--- config.mk ---
export PLATFORM = sky130hd
export DESIGN_NAME = parity_job_scheduler
export DESIGN_NICKNAME = d
export VERILOG_FILES = /design/src/rtl/parity_job_scheduler_pkg.sv /design/src/rtl/parity_job_scheduler_engine.sv /design/src/rtl/parity_job_scheduler.sv
export SDC_FILE = /design/constraint.sdc
export NUM_CORES = 1
export LEC_CHECK = 0
export BUFFER_PORTS_ARGS = -buffer_cell sky130_fd_sc_hd__clkbuf_2
export CAP_MARGIN = 0
export CORE_AREA = 2 2 50 47
export DETAILED_ROUTE_END_ITERATION = 8
export DIE_AREA = 0 0 52 49
export PLACE_DENSITY = 0.78
export SYNTH_ARGS = -nofsm -noshare
export SYNTH_HDL_FRONTEND = slang
export SYNTH_SLANG_ARGS = --single-unit
--- constraint.sdc ---
create_clock -name clk -period 2.28 [get_ports clk]
set_clock_uncertainty 0.2 [all_clocks]
set_input_delay 0.456 -clock clk [delete_from_list [all_inputs] [get_ports clk]]
set_output_delay 0.456 -clock clk [all_outputs]
set_load 0.005 [all_outputs]
--- src/rtl/parity_job_scheduler_pkg.sv ---
// Shared types and constants for the parity job scheduler and its serial parity engine.
package parity_job_scheduler_pkg;

    localparam int WORD_W = 3;

    typedef enum logic [1:0] {
        IDLE  = 2'd0,
        SHIFT = 2'd1,
        RESP  = 2'd2
    } sched_state_t;

    typedef enum logic {
        EVEN = 1'b0,
        ODD  = 1'b1
    } parity_state_t;

endpackage

--- src/rtl/parity_job_scheduler_engine.sv ---
// Serial parity engine: tracks running parity of a bit stream, LSB first,
// and reports the odd-parity bit (1 when the ones count so far is even).
module serial_odd_parity_engine
    import parity_job_scheduler_pkg::*;
(
    input  logic clk,
    input  logic reset,
    input  logic clear,
    input  logic bit_valid,
    input  logic bit_in,
    output logic parity_out
);

    parity_state_t par_q, par_d;

    always_comb begin
        par_d = par_q;
        if (clear) begin
            par_d = EVEN;
        end else if (bit_valid && bit_in) begin
            par_d = (par_q == EVEN) ? ODD : EVEN;
        end
    end

    always_ff @(posedge clk or posedge reset) begin
        if (reset) begin
            par_q <= EVEN;
        end else begin
            par_q <= par_d;
        end
    end

    assign parity_out = (par_q == EVEN);

endmodule

--- src/rtl/parity_job_scheduler.sv ---
// Round-robin job scheduler: grants one requester, streams its 3-bit word through
// a serial parity engine and returns word, id and odd parity. Optional job counter
// output jobs_done is enabled by defining PARITY_SCHED_JOB_COUNT_EN.
module parity_job_scheduler
    import parity_job_scheduler_pkg::*;
#(
    parameter int NUM_REQ = 4,
    parameter int ID_W    = 2
) (
    input  logic                      clk,
    input  logic                      reset,
    input  logic [NUM_REQ-1:0]        req_valid,
    input  logic [WORD_W*NUM_REQ-1:0] req_data,
    output logic [NUM_REQ-1:0]        req_ready,
    output logic                      resp_valid,
    input  logic                      resp_ready,
    output logic                      resp_parity,
    output logic [ID_W-1:0]           resp_id,
    output logic [WORD_W-1:0]         resp_data,
    output logic                      busy
`ifdef PARITY_SCHED_JOB_COUNT_EN
    ,
    output logic [7:0]                jobs_done
`endif
);

    localparam int CNT_W = $clog2(WORD_W);

    sched_state_t        state_q, state_d;
    logic [ID_W-1:0]     rr_ptr_q, rr_ptr_d;
    logic [ID_W-1:0]     id_q, id_d;
    logic [WORD_W-1:0]   word_q, word_d;
    logic [CNT_W-1:0]    cnt_q, cnt_d;

    logic                eng_clear;
    logic                eng_bit_valid;
    logic                eng_bit_in;
    logic                eng_parity;

    logic [WORD_W-1:0]   req_word [NUM_REQ];
    logic [NUM_REQ-1:0]  at_or_above;
    logic [NUM_REQ-1:0]  upper_valid;
    logic [NUM_REQ-1:0]  grant_oh;
    logic [ID_W-1:0]     enc_chain [NUM_REQ+1];
    logic [ID_W-1:0]     grant_idx;

    // Split the flat request bus and build the "index >= rr_ptr" mask.
    generate
        for (genvar gi = 0; gi < NUM_REQ; gi++) begin : g_req
            assign req_word[gi]    = req_data[WORD_W*gi +: WORD_W];
            assign at_or_above[gi] = (ID_W'(gi) >= rr_ptr_q);
        end
    endgenerate

    // Lowest valid index at or above rr_ptr wins; otherwise wrap to lowest valid overall.
    assign upper_valid = req_valid & at_or_above;
    assign grant_oh    = (|upper_valid) ? (upper_valid & (~upper_valid + NUM_REQ'(1)))
                                        : (req_valid & (~req_valid + NUM_REQ'(1)));

    assign enc_chain[0] = '0;
    generate
        for (genvar gi = 0; gi < NUM_REQ; gi++) begin : g_enc
            assign enc_chain[gi+1] = enc_chain[gi] | (grant_oh[gi] ? ID_W'(gi) : '0);
        end
    endgenerate
    assign grant_idx = enc_chain[NUM_REQ];

    always_comb begin
        state_d       = state_q;
        rr_ptr_d      = rr_ptr_q;
        id_d          = id_q;
        word_d        = word_q;
        cnt_d         = cnt_q;
        eng_clear     = 1'b0;
        eng_bit_valid = 1'b0;
        req_ready     = '0;
        case (state_q)
            IDLE: begin
                if (|req_valid && !reset) begin
                    req_ready = grant_oh;
                    eng_clear = 1'b1;
                    word_d    = req_word[grant_idx];
                    id_d      = grant_idx;
                    rr_ptr_d  = (grant_idx == ID_W'(NUM_REQ - 1)) ? '0 : grant_idx + ID_W'(1);
                    cnt_d     = '0;
                    state_d   = SHIFT;
                end
            end
            SHIFT: begin
                eng_bit_valid = 1'b1;
                cnt_d         = cnt_q + CNT_W'(1);
                if (cnt_q == CNT_W'(WORD_W - 1)) begin
                    state_d = RESP;
                end
            end
            RESP: begin
                if (resp_ready) begin
                    state_d = IDLE;
                end
            end
            default: state_d = IDLE;
        endcase
    end

    always_ff @(posedge clk or posedge reset) begin
        if (reset) begin
            state_q  <= IDLE;
            rr_ptr_q <= '0;
            id_q     <= '0;
            word_q   <= '0;
            cnt_q    <= '0;
        end else begin
            state_q  <= state_d;
            rr_ptr_q <= rr_ptr_d;
            id_q     <= id_d;
            word_q   <= word_d;
            cnt_q    <= cnt_d;
        end
    end

    assign eng_bit_in = word_q[cnt_q];

    serial_odd_parity_engine u_engine (
        .clk        (clk),
        .reset      (reset),
        .clear      (eng_clear),
        .bit_valid  (eng_bit_valid),
        .bit_in     (eng_bit_in),
        .parity_out (eng_parity)
    );

    // Result fields read as zero outside RESP so reset and idle look identical.
    assign resp_valid  = (state_q == RESP);
    assign resp_parity = resp_valid & eng_parity;
    assign resp_id     = resp_valid ? id_q : '0;
    assign resp_data   = resp_valid ? word_q : '0;
    assign busy        = (state_q != IDLE);

`ifdef PARITY_SCHED_JOB_COUNT_EN
    logic [7:0] jobs_q, jobs_d;

    always_comb begin
        jobs_d = jobs_q;
        if (resp_valid && resp_ready && (jobs_q != 8'hFF)) begin
            jobs_d = jobs_q + 8'd1;
        end
    end

    always_ff @(posedge clk or posedge reset) begin
        if (reset) begin
            jobs_q <= '0;
        end else begin
            jobs_q <= jobs_d;
        end
    end

    assign jobs_done = jobs_q;
`endif

endmodule

==> run metrics <==
port bufs=30; GRT Overall Usage=19.9%; Seq/Total Area, Yosys=about a third; Slew Viols, Final=0; Worst Slack Setup Final=0.0813 ns; die span in x=approximately 52 um; WP data arrival=1.54 ns; Critical Path End Type=output pin; synthesized cell area=around 870 sq um; placer congestion estimate=roughly 0.86; initial antenna violation count=0; CTS tree=built; top post-synthesis cells by area=dfrtp_1 (35%), and2_1 (5.1%), nor2_1 (4.8%), o21ai_0 (4.6%), a2111oi_4 (3.2%); worst min-delay path category=input port to flop; WS Path Type=flop to output pin; P_leak=between 0.0005 and 0.0006 uW; Reg area=303 sq um; Synth async-reset ratio=100%; number of H-tree levels=1; I/O pin cnt=31; NumNets Final=160; Critical Path RT=1.62 ns; Top FF cell, synth=dfrtp_1; critical-path cell list=or2_2 -> a211o_1 -> a211oi_2 -> clkbuf_2; TritonCTS buffer count=3; Starting Density=a little over two fifths; run status=finished clean; area of the multi-input gates=532 sq um; die area=0.00255 sq mm; GRT Residual Overflow=0; clock buffer depth=2; Area Overhead vs Synth=29.4%; final hold viol count=0; worst slack, placed=0.0755 ns; top-area cell type share of the netlist area=about 35%; largest net degree at the start of global routing=13; Layout fillers=194; Post-DRT Antenna Nets=0; Slew @ Worst Pin=0.448 ns; Synth Register Bits=12; top-count cell post-synth=dfrtp_1; warnings from Yosys=0; placed instance area=0.00105 sq mm; row cnt=16; XOR/XNOR Fraction of Synth Area=0%; Diodes inserted=0; post-synthesis simple-gate area fraction=27.0%; startpoint types=flop; Fmax achieved=455 MHz; routed len/inst=13.1 um; Worst VDD drop=0.484 mV; max_slew headroom=70.1%; Crit-path slowest cell=dfrtp_1; Net Count, Synth=around 120; RSZ-0062 raised after global routing=yes; cell taking the most area after synthesis=dfrtp_1; max-cap violation count=0; Setup Viol. Count Final=0; worst skew pair latency=0.27 ns; clock sink count=12; Post-synth EDFFs=0; Mapped Cells=102; adder-cell share of the synthesized area=roughly 1.4%; crit path max fanout=3; clk slew on worst S/H paths=0.06 ns; mux cell area share after synthesis=1.15%; hpwl dp=1.70 mm; largest family of logic cells by synthesized area=compound AO/OA/AOI/OAI gates; max incr delay on CP=0.38 ns; crit share post-route=96.4%; via/cell ratio=5.41; Via Count=892; Iter 0 DRT Violations=11; layout cell share with drive strength beyond 1=roughly 36%; Initial DRT Pass Iterations=4; die height=49 um; WL final=roughly 2.2 mm; fin area=0.00112 sq mm; vias in the first global route=roughly 900; CORE AREA=about 0.0021 sq mm; DRC Markers=0; hold slack=~0.15 ns; Synth Area in Compound Gates=30.4%; top cells by count, synth=dfrtp_1 (12), nor2_1 (11), o21ai_0 (8); fin crit period=around 2.2 ns; root buffer cell=clkbuf_4; Post-Syn Area per Cell=approximately 8.5 sq um; global-route wire length before repair=3.82 mm; Pwr per Cell Area=1100 mW/mm^2; Synth cell types=38
## placed cells by master, fill, tap and decap left out, types with 2 or more instances in the layout
cell       n
a211oi_1   2
a21oi_1    4
a221oi_1   2
and2_1     7
buf_4      6
clkbuf_2  30
clkbuf_4   3
dfrtp_1   10
dfrtp_2    2
inv_1      6
nand2_1    7
nand2b_1   3
nand3_1    2
nor2_1    11
nor3_1     2
nor3b_1    2
o211a_1    2
o21ai_0    7
o22a_1     2
o22ai_1    4
## per-stage QoR
step           TNS, ns  utilization [%]  instances  power [uW]
6_report             0             54.4        165        1230
5_1_grt        -0.0299             54.4        165        1360
4_1_cts              0             54.0        165        1230
3_5_place_dp         0             51.1        158        1060
3_3_place_gp         0             51.1        158        1040
2_1_floorplan        0                -        102         864
## routing by layer
| layer | track usage [%] | part of all wire [%] | vias up |
|---|---|---|---|
| met5 | 0 | 0 | - |
| met4 | 7.46 | 0.93 | 0 |
| met3 | 4.60 | 4.9 | 2 |
| met2 | 34.6 | 54 | 20 |
| met1 | 23.2 | 40 | 427 |
| li1 | - | - | 443 |
## logic make-up after synthesis
family	count (synthesis)
compound gates	35
fa+ha+maj	1
buf+inv	11
flops	12
mux	1
simple gates	42
## state kept, by name (all words and copies together), names as in the netlist
name            count
rr_ptr_q            2
state_q             2
u_engine.par_q      1
cnt_q               2
id_q                2
word_q              3
## layout make-up
cell class / count / share of cell area, %
multi-input combinational: 79 / 47.4
sequential: 12 / 27.0
timing repair buffer: 37 / 18.3
tap: 27 / 3.01
inverter: 7 / 2.34
clock buffer: 3 / 2.01
## path summary, 6_finish.rpt
| check | from | end | slack [ns] | cells past startpoint |
|---|---|---|---|---|
| worst max-delay path | state_q[1] | req_ready[2] | 0.08 | 4 |
| min in group asynchronous | reset | state_q[1] | 0.55 | 3 |
| worst max register to register | rr_ptr_q[0] | word_q[1] | 0.40 | 5 |
| worst min-delay path | resp_ready | state_q[1] | 0.15 | 2 |
| worst min register to register | id_q[0] | id_q[0] | 0.28 | 2 |
| max in group asynchronous | reset | rr_ptr_q[0] | 1.00 | 3 |
## report_power, final
part	switching (uW)	total (uW)	internal (uW)
clock network	62.0	123	61.1
logic	353	685	332
registers	105	424	320
## worst max-delay path: cells and delay by family (launching register included)
| kind | cells | cell delay [ns] |
|---|---|---|
| buffers and inverters | 1 | 0.14 |
| and+or+nand+nor | 1 | 0.31 |
| DFF | 1 | 0.38 |
| AOI/OAI and AO/OA | 2 | 0.45 |
## timing repair
item	4_1_cts	5_1_grt
gates resized for setup	1	5
setup buffers	3	0
hold buffers	1	0
endpoints found under the setup margin	1	3
pin swaps	2	1
endpoints found under the hold margin	12	0
Power figures use the tool's default switching activity.
